[config.mk]
export PLATFORM = sky130hd
export DESIGN_NAME = spi_master_sequencer
export DESIGN_NICKNAME = d
export VERILOG_FILES = /design/src/rtl/spi_master_sequencer_pkg.sv /design/src/rtl/spi_master_sequencer.sv
export SDC_FILE = /design/constraint.sdc
export NUM_CORES = 1
export LEC_CHECK = 0
export CAP_MARGIN = 5
export CORE_MARGIN = 2
export CORE_UTILIZATION = 39
export DETAILED_ROUTE_END_ITERATION = 8
export HOLD_SLACK_MARGIN = 0.1
export PLACE_DENSITY = 0.77
export SLEW_MARGIN = 20
export SYNTH_ARGS = -nofsm -noshare
export SYNTH_HDL_FRONTEND = slang
export SYNTH_SLANG_ARGS = --single-unit
[constraint.sdc]
create_clock -name clk -period 1.75 [get_ports clk]
set_input_delay 0.35 -clock clk [delete_from_list [all_inputs] [get_ports clk]]
set_output_delay 0.35 -clock clk [all_outputs]
set_load 0.1 [all_outputs]
[src/rtl/spi_master_sequencer_pkg.sv]
// Shared definitions for the SPI master command sequencer.
// FSM state encodings and cfg word field offsets.
package spi_master_sequencer_pkg;

  typedef enum logic [2:0] {
    ST_IDLE,
    ST_CFG,
    ST_CFG_WAIT,
    ST_START,
    ST_BUSY,
    ST_RESP
  } seq_state_e;

  // cfg word is {cpol, cpha, width[wl-1:0]}
  localparam int CFG_WIDTH_LSB = 0;

  function automatic int cfg_cpha_bit(input int wl);
    return wl;
  endfunction

  function automatic int cfg_cpol_bit(input int wl);
    return wl + 1;
  endfunction

endpackage

[src/rtl/spi_master_sequencer.sv]
// Command/response sequencer in front of an SPI master.
// Define SPI_SEQ_TIMEOUT_EN to add the BUSY-state watchdog.
module spi_master_sequencer
  import spi_master_sequencer_pkg::*;
#(
  parameter int SPI_MAX_WIDTH_LOG = 4,
  parameter int TIMEOUT_LOG       = 12,
  localparam int DW = 2**SPI_MAX_WIDTH_LOG,
  localparam int CW = SPI_MAX_WIDTH_LOG + 2
) (
  input  logic          clk,
  input  logic          rst,
  input  logic          cmd_valid,
  output logic          cmd_ready,
  input  logic [CW-1:0] cmd_cfg,
  input  logic [DW-1:0] cmd_data,
  output logic          rsp_valid,
  input  logic          rsp_ready,
  output logic [DW-1:0] rsp_data,
  output logic          rsp_err,
  output logic          config_req,
  output logic [CW-1:0] config_data,
  output logic          spi_start,
  input  logic          spi_finish,
  output logic [DW-1:0] din,
  input  logic [DW-1:0] dout,
  output logic          busy,
  output logic [15:0]   frame_cnt
);

  seq_state_e    state, state_nx;
  logic [CW-1:0] cfg_reg;
  logic          cfg_vld;
  logic          finish_d;
  logic          fin_edge;
  logic          accept;
  logic          timeout;

  assign fin_edge    = spi_finish & ~finish_d;
  assign accept      = cmd_valid & cmd_ready;
  assign busy        = (state != ST_IDLE);
  assign config_data = cfg_reg;

`ifdef SPI_SEQ_TIMEOUT_EN
  logic [TIMEOUT_LOG-1:0] wd_cnt;

  always_ff @(posedge clk or posedge rst) begin
    if (rst) begin
      wd_cnt <= '0;
    end else if (state == ST_START) begin
      wd_cnt <= '0;
    end else if (state == ST_BUSY) begin
      wd_cnt <= wd_cnt + 1'b1;
    end
  end

  // a finish edge on the saturating cycle takes priority
  assign timeout = (state == ST_BUSY) & ~fin_edge
                 & (&wd_cnt);
`else
  logic unused_timeout_log;
  assign unused_timeout_log = |TIMEOUT_LOG;
  assign timeout = 1'b0;
`endif

  always_ff @(posedge clk or posedge rst) begin
    if (rst) begin
      state <= ST_IDLE;
    end else begin
      state <= state_nx;
    end
  end

  always_comb begin
    state_nx   = state;
    cmd_ready  = 1'b0;
    config_req = 1'b0;
    spi_start  = 1'b0;
    unique case (state)
      ST_IDLE: begin
        cmd_ready = 1'b1;
        if (cmd_valid) begin
          if (!cfg_vld || cmd_cfg != cfg_reg) begin
            state_nx = ST_CFG;
          end else begin
            state_nx = ST_START;
          end
        end
      end
      ST_CFG: begin
        config_req = 1'b1;
        state_nx   = ST_CFG_WAIT;
      end
      ST_CFG_WAIT: state_nx = ST_START;
      ST_START: begin
        spi_start = 1'b1;
        state_nx  = ST_BUSY;
      end
      ST_BUSY: begin
        if (fin_edge || timeout) begin
          state_nx = ST_RESP;
        end
      end
      ST_RESP: begin
        if (rsp_ready) begin
          state_nx = ST_IDLE;
        end
      end
      default: state_nx = ST_IDLE;
    endcase
  end

  always_ff @(posedge clk or posedge rst) begin
    if (rst) begin
      cfg_reg   <= '0;
      cfg_vld   <= 1'b0;
      din       <= '0;
      rsp_data  <= '0;
      rsp_valid <= 1'b0;
      rsp_err   <= 1'b0;
      frame_cnt <= '0;
      finish_d  <= 1'b0;
    end else begin
      finish_d <= spi_finish;
      if (accept) begin
        din     <= cmd_data;
        cfg_reg <= cmd_cfg;
      end
      if (state == ST_CFG) begin
        cfg_vld <= 1'b1;
      end
      if (state == ST_BUSY && fin_edge) begin
        rsp_data  <= dout;
        rsp_valid <= 1'b1;
        rsp_err   <= 1'b0;
        frame_cnt <= frame_cnt + 16'd1;
      end else if (timeout) begin
        // abort: force a config resend on the next command
        rsp_data  <= '0;
        rsp_valid <= 1'b1;
        rsp_err   <= 1'b1;
        cfg_vld   <= 1'b0;
      end
      if (state == ST_RESP && rsp_ready) begin
        rsp_valid <= 1'b0;
        rsp_err   <= 1'b0;
      end
    end
  end

endmodule

==> metrics.txt, run 1 <==
Hold Crit Class in2async; Detail Placement HPWL 4580 um; DRC viols 0; final setup vio count 0; GRT Resource Usage Total 0.183; Nets 344; min Tclk post-route 1710 ps; layout cells sized above 1 0.502; Antenna diodes 0; Mapped Cells 184; initial antenna violation count 0; area grow syn2layout 83.0%; Num CTS Buffers 9; max-slew violations 0; Reg-to-Reg End rsp_data[10]; synthesized net count 228; clock sink count 60; Routed Wire Length 6150 um; total gr overflow 0; via count 1831; Required @ worst endpoint 1400 ps; Seq/Total Area, Yosys 0.585; delay-heaviest family, CP flip-flops; post-synth cell types 36; worst skew pair latency 330 ps; core footprint 0.00635 sq mm; Vias/cell 4.79; Synth Register Bits 60; Design Area, Final 0.00470 sq mm; Setup CP Type reg2out; slowest stage delay, CP 440 ps; r2r startpoint state[2]; CTS tree built; Placer Congestion 0.753; max cap viols 0; crit path max-delay cell type dfrtp_2; first-pass GRT wire length 10300 um; pin count of the biggest net entering global routing 27; # IOs 103; root buf cell clkbuf_8; Routed Antenna Nets 0; row cnt 29; highest achievable clock rate 585 MHz; clock-pin slew on the worst setup and hold paths 70 ps; htree depth 3; Initial Util 0.404; Fin. Hold Viols 0; area leader, netlist dfrtp_1; FF-to-FF setup slack 110 ps; CTS max path bufs 2; DIE AREA 0.00725 sq mm; IO buf count 101; area post-placement 0.00442 sq mm; vias in the first global route 2025; worst-path maximum fanout 7; RSZ-0062 raised after global routing yes; CP arrival 1360 ps; first drt pass iteration count 4; Iter 0 DRT Violations 72; critical-path cell list buf_6 -> nor3b_4 -> buf_12; Mapped Avg Cell Area 14.0 sq um; die width 85.1 um; filler cell count 389; CP Buf/Inv Count 2; clk_skew 7.40 ps; Die Span Y 85.1 um; share of the synthesized area in the top cell type 0.585; Mapped Area 0.00257 sq mm; dominant cells by area after synthesis dfrtp_1 58%, mux2_2 9.2%, mux2_4 4.7%; CP startpoint kind register; Yosys warnings 0; final period utilization 0.977; setup tns final 0 ps; routed len/inst 16.1 um; Critical Path End Type primary output; outcome finished, final reports clean; worst r2r path cells 5; Hold-fix buffers, CTS 0
cell usage after synthesis:
cell and number:
a21o_1 1, a21oi_1 3, and2_0 1, and2b_1 1, and3_1 1, and4_1 2
and4bb_4 1, buf_12 1, buf_2 1, buf_4 2, buf_6 4, conb_1 1
dfrtp_1 60, ha_1 1, inv_1 6, mux2_1 10, mux2_2 21, mux2_4 8
nand2_1 5, nand2b_1 2, nand3_1 5, nand3_2 1, nand4_1 1, nand4_2 1
nor2_1 9, nor2b_1 1, nor3_1 4, nor3b_1 2, nor4_1 1, nor4_2 1
o21ai_0 2, o31a_1 1, o32ai_1 1, or2_2 1, xnor2_1 9, xor2_1 12
cells by family after synthesis:
family / Yosys count / share of synthesized area
flops: 60 / 0.585
simple gates: 40 / 0.0931
mux: 39 / 0.183
xor+xnor: 21 / 0.0716
buf+inv: 14 / 0.0419
compound gates: 8 / 0.0195
fa+ha+maj: 1 / 0.00487
other cells: 1 / 0.00146
cell usage in the layout, fill, tap and decap left out, drive strengths merged, types with 2 or more instances in the layout:
cell type / n
dfrtp: 60
mux2: 39
a21oi: 3
clkdlybuf4s50: 42
clkinvlp: 2
clkbuf: 12
nor4: 2
inv: 5
nand3: 6
o21ai: 2
and4: 2
xor2: 12
nor2: 9
xnor2: 9
buf: 71
nand4: 2
nand2b: 2
nand2: 5
clkinv: 2
nor3b: 2
nor3: 4
through the flow:
stage	std cells	hold WS, ps	utilization	setup slack [ps]
after global routing	382	348	0.740	-21.1
after floorplan	184	381	-	-602
after detailed placement	363	463	0.696	-176
after CTS	381	349	0.732	-3.88
final	382	348	0.740	39.4
after global placement	363	458	0.696	-145
per-layer routing:
metal,vias to the layer above,part of all wire,GRT usage,wire length (um)
met4,0,0.023,0.0794,142
met2,61,0.52,0.306,3170
li1,856,-,-,-
met5,-,0,0,0
met3,12,0.048,0.0399,296
met1,902,0.41,0.229,2540
worst reg2reg max path: cells and delay by family, from the launching register on:
kind	cells	cell delay, ps
flip-flops	1	450
multiplexers	1	360
buffers and inverters	2	320
AND/OR/NAND/NOR	2	390
what timing repair did:
item	CTS	global route
setup buffers	2	1
pin swaps	0	1
endpoints found under the setup margin	3	6
resized for setup	2	10
worst max-delay path by stage:
stage                           from            end  depth (start not counted)  slack [ps]
after floorplan             state[1]           busy                          3        -600
after global placement    spi_finish    rsp_data[6]                          5        -140
after detailed placement  spi_finish  frame_cnt[13]                          6        -180
after CTS                   state[1]     config_req                          3          -4
after global routing        state[1]     config_req                          3         -20
final                       state[1]     config_req                          3          40
flip-flops by register name (all words and copies together), names as in the netlist:
name / cells
cfg_vld: 1
config_data: 6
din: 16
finish_d: 1
frame_cnt: 16
rsp_data: 16
rsp_valid: 1
state: 3
area by class of cell:
class	instances	area, sq um	area share
Sequential cell	60	1520	0.323
Clock inverter	4	47.5	0.0101
Tap cell	77	96.3	0.0205
Multi-Input combinational cell	110	1100	0.235
Clock buffer	12	155	0.0330
Inverter	6	26.3	0.00559
Timing Repair Buffer	113	1750	0.372
Power of run 1 is left out: the tool's default activity adds up to more than one toggle a clock period on the data nets, which glitch-free logic cannot reach.
==> inputs of run 2 (changes only) <==
- TNS_END_PERCENT: unset -> 50
==> run 2 against run 1 <==
  * Clock skew is essentially flat
  * Global-route usage is the same
  * Register-to-register slack is essentially flat
  * Setup slack lost 16 ps
  * Final area shrank 0.19%
  * Maximum frequency shrank 0.95%
  * First-iteration DRC count grew 2.8%
  * Final cell count is the same
  * Hold slack is essentially flat
  * Count of clock-buffer cells in the layout is the same
==> metrics.txt, run 2 (synthesis gave the netlist of run 1 again) <==
FF-to-FF setup slack 110 ps; setup ws final 23.1 ps; r2r startpoint state[2]; Design Area, Final 0.00469 sq mm; Nets 344; min Tclk post-route 1730 ps; Required @ worst endpoint 1400 ps; clock sink count 60; first-pass GRT wire length 10300 um; Vias/cell 4.78; CP arrival 1380 ps; routed wl met2 3170 um; htree depth 3; Detail Placement HPWL 4580 um; Top Registers din: 16 flops, frame_cnt: 16 flops, rsp_data: 16 flops; top layer used by detailed routing met4; layout cells sized above 1 0.495; Placer Congestion 0.753; # IOs 103; Setup CP Type reg2out; slowest stage delay, CP 470 ps; initial antenna violation count 0; CTS max path bufs 2; FF/Latch Area 0.00152 sq mm; Reg-to-Reg End frame_cnt[14]; crit path max-delay cell type dfrtp_2; via count 1826; worst r2r path cells 6; total gr overflow 0; IO buf count 101; Antenna diodes 0; first drt pass iteration count 4; Num CTS Buffers 9; Multi-input gate area 0.00110 sq mm; clock-pin slew on the worst setup and hold paths 70 ps; Hold Crit Class in2async; Routed Wire Length 6140 um; core footprint 0.00635 sq mm; Fin. Hold Viols 0; final hold slack 348 ps; RSZ-0062 raised after global routing yes; area grow syn2layout 82.7%; vias in the first global route 2025; Initial Util 0.404; most frequent cells in the layout 63 x buf_12, 46 x dfrtp_1, 42 x clkdlybuf4s50_1; Hold-fix buffers, CTS 0; row cnt 29; critical-path cell list nor3_4 -> buf_4 -> inv_1 -> buf_12; filler cell count 390; wl on met1 2530 um; CP startpoint kind register; Routed Antenna Nets 0; routed len/inst 16.1 um; Critical Path End Type primary output; area post-placement 0.00442 sq mm; setup tns final 0 ps; worst-path maximum fanout 5; Iter 0 DRT Violations 74; Die Span Y 85.1 um; highest achievable clock rate 579 MHz; most common library cell in the layout ignoring fill and taps buf_12; CTS tree built; pin count of the biggest net entering global routing 27; DIE AREA 0.00725 sq mm; outcome finished, final reports clean; root buf cell clkbuf_8; die width 85.1 um; max-slew violations 0; final period utilization 0.987; pre-CTS setup slack -176 ps; DRC viols 0; clk_skew 7.37 ps; worst skew pair latency 330 ps; max cap viols 0; met3 WL post-DR 296 um; GRT Resource Usage Total 0.183; final setup vio count 0
run 2: timing repair:
action | in CTS | in global routing
resized for setup | 2 | 7
buffers inserted | 2 | 1
setup endpoints to repair | 3 | 6
pin swaps | 0 | 1
run 2: worst max-delay path by stage:
| stage | endpoint | startpoint | slack (ps) | cells past startpoint |
|---|---|---|---|---|
| 2_1_floorplan | busy | state[1] | -600 | 3 |
| 3_3_place_gp | rsp_data[6] | spi_finish | -140 | 5 |
| 3_5_place_dp | frame_cnt[13] | spi_finish | -180 | 6 |
| 4_1_cts | config_req | state[1] | -4 | 3 |
| 5_1_grt | busy | state[2] | -30 | 4 |
| 6_report | busy | state[2] | 20 | 4 |
run 2: worst max-delay path: cells and delay by family, from the launching register on:
family        cells  cell delay, ps
flops             1             470
simple gates      1             210
buf+inv           3             370
run 2: final cells by class:
class | count | area share
well taps | 77 | 0.0205
clock buffers | 12 | 0.0331
inverters | 6 | 0.00560
repair buffers | 113 | 0.372
multi-input cells | 110 | 0.235
flip-flops and latches | 60 | 0.324
clock inverters | 4 | 0.0101
run 2: layer usage:
metal  vias to the layer above  GRT usage
li1                        856          -
met1                       897      0.229
met2                        61      0.306
met3                        12     0.0399
met4                         0     0.0794
met5                         -          0
run 2: metrics by stage:
step,util,std cells
2_1_floorplan,-,184
3_3_place_gp,0.696,363
3_5_place_dp,0.696,363
4_1_cts,0.732,381
5_1_grt,0.739,382
6_report,0.739,382
Power of run 2 is left out for the same reason.
==> inputs of run 3 (changes only) <==
- CORE_UTILIZATION: 39 -> 30
- PLACE_DENSITY: 0.77 -> unset
- PLACE_DENSITY_LB_ADDON: unset -> 0.12
- SETUP_SLACK_MARGIN: unset -> 0.02
==> run 3 against run 2 <==
  * Maximum frequency up 1.9%
  * Hold slack better by 32 ps
  * Via count down 1.3%
  * Flip-flop and latch count unchanged
  * Count of clock-buffer cells in the layout up 2
  * First-iteration DRC count down 53%
  * Register-to-register slack about the same
==> metrics.txt, run 3 (synthesis gave the netlist of run 1 again) <==
Hold-fix buffers, CTS 0; outcome finished, final reports clean; final setup vio count 0; IO buf count 101; Hold Crit Class in2async; critical-path cell list nor3_4 -> buf_6 -> inv_4 -> buf_12; first-pass GRT wire length 9500 um; final period utilization 0.969; worst r2r path cells 5; CP Buf/Inv Count 3; row cnt 33; routed len/inst 13.9 um; Placer Congestion 0.674; # IOs 103; worst-path maximum fanout 5; area grow syn2layout 82.7%; CP startpoint kind register; Vias/cell 4.36; DRC viols 0; Critical Path End Type primary output; root buf cell clkbuf_8; Initial Util 0.311; RSZ-0062 raised after global routing yes; clock-pin slew on the worst setup and hold paths 70 ps; area post-placement 0.00446 sq mm; filler cell count 691; FF-to-FF setup slack 100 ps; setup ws final 54.6 ps; first drt pass iteration count 3; setup tns final 0 ps; pin count of the biggest net entering global routing 27; max cap viols 0; Antenna diodes 0; min Tclk post-route 1700 ps; delay-heaviest family, CP flip-flops; Nets 347; most common library cell in the layout ignoring fill and taps buf_12; max-slew violations 0; die width 96.5 um; post-layout util 0.568; pre-CTS setup slack -178 ps; Num CTS Buffers 9; Reg-to-Reg End rsp_data[10]; Top Registers din: 16 flops, frame_cnt: 16 flops, rsp_data: 16 flops; clock sink count 60; clk_skew 6.27 ps; Routed Wire Length 5760 um; Design Area, Final 0.00469 sq mm; layout cells sized above 1 0.487; htree depth 3; Die Span Y 96.5 um; r2r startpoint state[2]; highest achievable clock rate 590 MHz; initial antenna violation count 0; Iter 0 DRT Violations 35; crit path max-delay cell type dfrtp_2; FF/Latch Area 0.00152 sq mm; Setup CP Type reg2out; total gr overflow 0; CTS max path bufs 2; via count 1802; Multi-input gate area 0.00108 sq mm; GRT Resource Usage Total 0.137; core footprint 0.00826 sq mm; CTS tree built; Fin. Hold Viols 0; worst skew pair latency 320 ps; Routed Antenna Nets 0; DIE AREA 0.00931 sq mm; slowest stage delay, CP 470 ps; CP arrival 1350 ps; Required @ worst endpoint 1400 ps; most frequent cells in the layout 63 x buf_12, 46 x dfrtp_1, 42 x clkdlybuf4s50_1; Detail Placement HPWL 4300 um; vias in the first global route 1904
## run 3: cell types whose count changed in the layout (fill, tap and decap cells not counted), sizes merged
cell | before | now
clkinvlp | 2 | 1
buf | 71 | 74
clkbuf | 12 | 14
bufinv | 1 | 0
## run 3: worst max path at each step
stage                           from            to  slack (ps)  cells past startpoint
after global placement    spi_finish   rsp_data[5]        -150                      5
after CTS                   state[1]    config_req           9                      3
final                       state[2]          busy          50                      4
after floorplan             state[1]          busy        -600                      3
after global routing        state[1]    config_req          -8                      3
after detailed placement  spi_finish  rsp_data[10]        -180                      5
## run 3: layout make-up
cell class                 instances  share of cell area
multi-input combinational        110               0.229
clock buffer                      14              0.0326
sequential                        60               0.324
tap                              105              0.0280
clock inverter                     2             0.00213
timing repair buffer             116               0.378
inverter                           6             0.00614
## run 3: per-layer routing
| layer | vias to the layer above | routed length (um) | GRT usage |
|---|---|---|---|
| met5 | - | 0 | 0 |
| met3 | 9 | 456 | 0.0512 |
| met1 | 873 | 2460 | 0.174 |
| met2 | 61 | 2770 | 0.211 |
| li1 | 859 | - | - |
| met4 | 0 | 72 | 0.0563 |
## run 3: metrics by stage
stage | instances | hold slack, ps
floorplan | 184 | 381
global placement | 392 | 458
detailed placement | 392 | 459
CTS | 413 | 373
global route | 413 | 390
finish | 413 | 380
## run 3: timing repair
item                                   4_1_cts  5_1_grt
resized for setup                            4        4
pin swaps                                    2        3
buffers inserted                             5        0
setup endpoints to repair                    3        4
endpoints found under the hold margin        0        0
Power of run 3 is left out for the same reason.
==> RTL change 1: new RTL, config.mk and constraints of run 3 <==
Build with the macro `SPI_SEQ_TIMEOUT_EN` defined.
--- a/src/rtl/spi_master_sequencer.sv
+++ b/src/rtl/spi_master_sequencer.sv
@@ -2,2 +2,4 @@
 // Define SPI_SEQ_TIMEOUT_EN to add the BUSY-state watchdog.
+`define SPI_SEQ_TIMEOUT_EN
+
 module spi_master_sequencer
Formal check against the unedited RTL: same outputs for any inputs over 10 cycles, from zero or initial values and one cycle with rst high; that may be too few to reach the edited logic, so the function may still have changed.
==> RTL change 1 against run 3 <==
The run now ends with setup timing left. Count of clock-buffer cells in the layout is 3 lower. Sequential share of layout area is 0.56 points higher. Global-route usage is 0.40 points higher. Sequential cell count is 13 higher. Synthesized area is 22% higher. Design area is 18% higher. Critical path depth stayed put. Setup slack worse by 0.14 ns. Routed wire length is 34% higher. Non-clock buffer count is 15 higher.
Power is left out: the tool's default activity adds up to more than one toggle a clock period on the data nets, which glitch-free logic cannot reach.
==> RTL change 1: results (changes against run 3) <==
outcome: "finished, violations left"  # was completed
violations: "setup timing"
m1WireLength_mm: 3.52  # was 2.46 mm
reg.largest.list: "din (16), frame_cnt (16), rsp_data (16)"  # unchanged
antenna_cells: 0  # unchanged
dr_wl_met3_um: 623  # was 456 um
synth_top_cells_by_area: "dfrtp_1 58%, mux2_2 8.3%, a22o_1 4.8%, xnor2_1 3.4%, nand3_1 2.6%"  # was dfrtp_1 58%, mux2_2 9.2%, mux2_4 4.7%, mux2_1 4.4%, xor2_1 4.1%
syn-num-nets: 294  # was 228
dp.cells: 496  # was 392
grt_pass1_vias: 2530  # was 1904
drt_wl_total_mm: 7.71  # was 5.76 mm
drt_iter0_markers: 123  # was 35
yosysUniqueCellTypes: 42  # was 36
skew_ns: 0.00875  # was 0.00627 ns
arrival_ns: 1.49  # was 1.35 ns
grtUsageMet2_pct: 20.8  # was 21.1%
yosys-top-cells-count: "73 x dfrtp_1, 23 x mux2_2, 17 x a22o_1, 16 x nand3_1, 14 x nand2_1"  # was 60 x dfrtp_1, 21 x mux2_2, 12 x xor2_1, 10 x mux2_1
cp_top_family: "simple AND/OR/NAND/NOR gates"  # was flip-flops
crit_path_max_fanout: 3  # was 5
timing.final.ws_setup_ns: -0.0850  # was 0.0546 ns
grtUsageMet1_pct: 18.9  # was 17.4%
num-nets-final: 425  # was 347
syn_inst: 249  # was 184
met2WireLength_mm: 3.44  # was 2.77 mm
grt_pass1_wl_mm: 12.5  # was 9.50 mm
vias: 2444  # was 1802
grt_use_total_pct: 14.1  # was 13.7%
post-route-util_pct: 54.2  # was 56.8%
slowest_delay_ns: 0.41  # was 0.47 ns
fillCellCount: 859  # was 691
place_ws_ns: -0.136  # was -0.178 ns
insertion_delay_ns: 0.34  # was 0.32 ns
grt_max_degree: 74  # was 27
grtUsageMet3_pct: 4.48  # was 5.12%
min_path_type: "in2reg"  # was in2async
firstDrtPassIters: 4  # was 3
io_buffers: 102  # was 101
fin_tns_setup_ns: -0.144  # was 0 ns
placed_area_um2: 5060  # was 4460 um^2
place_congestion: 0.783  # was 0.674
hpwl_mm: 5.30  # was 4.30 mm
synth_warnings: 0  # unchanged
setup_viol: 3  # was 0
seq_area_frac_synth_pct: 58.3  # was 58.5%
vias_per_cell: 4.69  # was 4.36
final_layout_size_suffix_gt1_share_pct: 37.7  # was 48.7%
critical_path.slowest_cell: "or3_4"  # was dfrtp_2
[RTL change 1: changes by cell type after synthesis, sizes merged, moves of 4 or more]
cell    change
xor2        -5
a22o       +17
dfrtp      +13
mux2       -16
clkbuf      +4
nand2       +9
nand3      +10
o21ai       +9
xnor2       +5
[RTL change 1: path summary, 6_finish.rpt]
check / from / endpoint / slack [ns] / cells past startpoint
max: state[0]$_DFFE_PP0P_ / cmd_ready / -0.09 / 4
min: spi_finish / finish_d$_DFF_PP0_ / 0.20 / 1
max reg2reg: state[0]$_DFFE_PP0P_ / din[5]$_DFFE_PP0P_ / 0 / 6
min reg2reg: wd_cnt[10]$_DFFE_PP0P_ / wd_cnt[10]$_DFFE_PP0P_ / 0.49 / 1
max in group asynchronous: rst / rsp_data[15]$_DFFE_PP0P_ / 0.96 / 3
min in group asynchronous: rst / din[9]$_DFFE_PP0P_ / 0.47 / 3
[RTL change 1: final cells by class]
type / instances / area share (%)
clock buffers: 11 / 2.55
multi-input cells: 159 / 24.2
well taps: 136 / 3.07
inverters: 6 / 0.542
flip-flops and latches: 73 / 32.9
clock inverters: 5 / 1.85
repair buffers: 131 / 34.8
[RTL change 1: kinds of logic after synthesis]
kind of cell | synth area share, %
flip-flops | 58.3
XOR/XNOR | 6.35
multiplexers | 8.27
AO/OA/AOI/OAI | 9.98
adder cells (fa/ha/maj) | 0.799
AND/OR/NAND/NOR | 13.4
buffers and inverters | 2.92
[RTL change 1: repair_timing]
item / in CTS / in global routing
setup endpoints to repair: 36 / 49
endpoints found under the hold margin: 0 / 0
pin swaps: 3 / 5
hold buffers: 0 / 0
gates cloned: 2 / 0
resized for setup: 14 / 30
buffers inserted: 5 / 3
==> RTL change 2: new RTL, flow settings as in run 3 <==
Made on the original files. Encoding of `seq_state_e`: now Gray code (3 bits for 6 states).
--- a/src/rtl/spi_master_sequencer_pkg.sv
+++ b/src/rtl/spi_master_sequencer_pkg.sv
@@ -5,8 +5,8 @@
   typedef enum logic [2:0] {
-    ST_IDLE,
-    ST_CFG,
-    ST_CFG_WAIT,
-    ST_START,
-    ST_BUSY,
-    ST_RESP
+    ST_IDLE     = 3'b000,
+    ST_CFG      = 3'b001,
+    ST_CFG_WAIT = 3'b011,
+    ST_START    = 3'b010,
+    ST_BUSY     = 3'b110,
+    ST_RESP     = 3'b111
   } seq_state_e;
Function: no difference found for any inputs over 10 cycles, from zero or initial values and one cycle with rst high; not proved beyond that.
==> RTL change 2 against run 3 <==
Design area is 3.9% higher. Sequential share of layout area is 1.3 points lower. Routed wire length is 6.8% higher. Setup slack worse by 0.12 ns. Worst hold slack better by 0.037 ns. The run now ends with setup timing left. Sequential cell count stayed put. Global-route usage is 1.1 points higher. Critical path depth stayed put. Critical path type unchanged. Synthesized area is 1.2% lower.
Power is left out: the tool's default activity adds up to more than one toggle a clock period on the data nets, which glitch-free logic cannot reach.
==> RTL change 2: results (changes against run 3) <==
fin_cells: 471  # was 413
drt_iter0_markers: 45  # was 35
drc: 0  # unchanged
hpwl_mm: 4.46  # was 4.30 mm
dp.cells: 447  # was 392
yosysUniqueCellTypes: 36  # unchanged
reg.largest.list: "din (16), frame_cnt (16), rsp_data (16)"  # unchanged
grt_max_degree: 38  # was 27
r2r_slack_ns: 0.01  # was 0.10 ns
start_util_pct: 30.9  # was 31.1%
syn_inst: 225  # was 184
setup_viol: 2  # was 0
place_congestion: 0.750  # was 0.674
seq_area_frac_synth_pct: 59.2  # was 58.5%
cp_top_family: "flip-flops"  # unchanged
reg2reg_depth: 6  # was 5
critical_path.slowest_cell: "dfrtp_1"  # was dfrtp_2
arrival_ns: 1.46  # was 1.35 ns
yosys-top-cells-count: "64 x nand2_1, 60 x dfrtp_1, 23 x mux2_2, 11 x xor2_1, 9 x xnor2_1"  # was 60 x dfrtp_1, 21 x mux2_2, 12 x xor2_1, 10 x mux2_1
synthArstFlopShare_pct: 100  # unchanged
r2r-start: "state[1]$_DFFE_PP0P_"  # was state[2]$_DFFE_PP0P_
num-nets-final: 405  # was 347
insertion_delay_ns: 0.34  # was 0.32 ns
violations: "setup timing"
place_ws_ns: -0.319  # was -0.178 ns
htreeDepth: 3  # unchanged
synth_top_cells_by_area: "dfrtp_1 59%, mux2_2 10%, nand2_1 9.5%, xor2_1 3.8%, xnor2_1 3.1%"  # was dfrtp_1 58%, mux2_2 9.2%, mux2_4 4.7%, mux2_1 4.4%, xor2_1 4.1%
timing.final.ws_setup_ns: -0.0634  # was 0.0546 ns
vias: 2053  # was 1802
synth_flop_cell: "dfrtp_1"  # unchanged
crit_path_max_fanout: 3  # was 5
antenna_found_initial: 0  # unchanged
clk_pin_slew_ns: 0.07  # about the same
syn-num-nets: 269  # was 228
io_buffers: 101  # unchanged
firstDrtPassIters: 4  # was 3
synth_edf_count: 0  # unchanged
fillCellCount: 676  # was 691
synth_warnings: 0  # unchanged
clockBufferDepth: 2  # unchanged
drt_wl_total_mm: 6.15  # was 5.76 mm
grt_pass1_wl_mm: 10.3  # was 9.50 mm
slowest_delay_ns: 0.40  # was 0.47 ns
whs_ns: 0.417  # was 0.380 ns
outcome: "finished, violations left"  # was completed
cts-root-buf: "clkbuf_8"  # unchanged
final_layout_size_suffix_gt1_share_pct: 44.8  # was 48.7%
min_path_type: "in2async"  # unchanged
cts_buffers: 9  # unchanged
antenna_cells: 0  # unchanged
skew_ns: 0.00735  # was 0.00627 ns
r2r_end: "frame_cnt[15]$_DFFE_PP0P_"  # was rsp_data[10]$_DFFE_PP0P_
grt_use_total_pct: 14.8  # was 13.7%
RTL change 2: worst max-delay path by stage:
stage / start / end / depth (start not counted)
finish: state[0]$_DFFE_PP0P_ / cmd_ready / 4
floorplan: state[1]$_DFFE_PP0P_ / config_data[0]$_DFFE_PP0P_ / 6
detailed placement: spi_finish / frame_cnt[15]$_DFFE_PP0P_ / 5
global route: state[0]$_DFFE_PP0P_ / cmd_ready / 4
CTS: state[1]$_DFFE_PP0P_ / cmd_ready / 4
global placement: spi_finish / frame_cnt[15]$_DFFE_PP0P_ / 5
RTL change 2: final cells by class:
| type | instances | area, um^2 | share of cell area, % |
|---|---|---|---|
| Clock buffer | 12 | 165 | 3.39 |
| Clock inverter | 4 | 70.1 | 1.44 |
| Inverter | 4 | 22.5 | 0.462 |
| Multi-Input combinational cell | 151 | 1040 | 21.4 |
| Sequential cell | 60 | 1520 | 31.1 |
| Tap cell | 105 | 131 | 2.70 |
| Timing Repair Buffer | 135 | 1930 | 39.5 |
RTL change 2: kinds of logic (layout without fill, tap and decap cells):
group / count (synthesis) / in the layout / synth area share [%]
buffers and inverters: 14 / 155 / 2.91
DFF: 60 / 60 / 59.2
AOI/OAI and AO/OA: 6 / 6 / 1.63
other: 1 / 1 / 0.148
and+or+nand+nor: 99 / 99 / 17.9
adders and majority gates: 1 / 1 / 0.493
xor gates and xnor gates: 21 / 21 / 7.55
muxes: 23 / 23 / 10.2
RTL change 2: metal layers:
| metal | routed length, um | track usage, % | vias up |
|---|---|---|---|
| li1 | - | - | 1011 |
| met1 | 2590 | 17.8 | 974 |
| met2 | 2970 | 23.6 | 57 |
| met3 | 456 | 5.17 | 11 |
| met4 | 131 | 7.50 | 0 |
| met5 | 0 | 0 | - |
RTL change 2: per-stage QoR:
stage / cell area, um^2 / TNS [ns]
global route: 4870 / -0.379
finish: 4870 / -0.107
detailed placement: 4520 / -4.54
floorplan: 2620 / -12.01
CTS: 4810 / -0.190
global placement: 4520 / -3.97
RTL change 2: worst min-delay path, cell delays in order:
cell             delay, ns
clkdlybuf4s50_1       0.44
clkinvlp_4            0.13
buf_12                0.18
RTL change 2: timing repair:
action,4_1_cts,5_1_grt
endpoints found under the setup margin,27,32
gates resized for setup,6,7
hold endpoints to repair,0,0
setup buffers,5,3
pin swaps,3,2
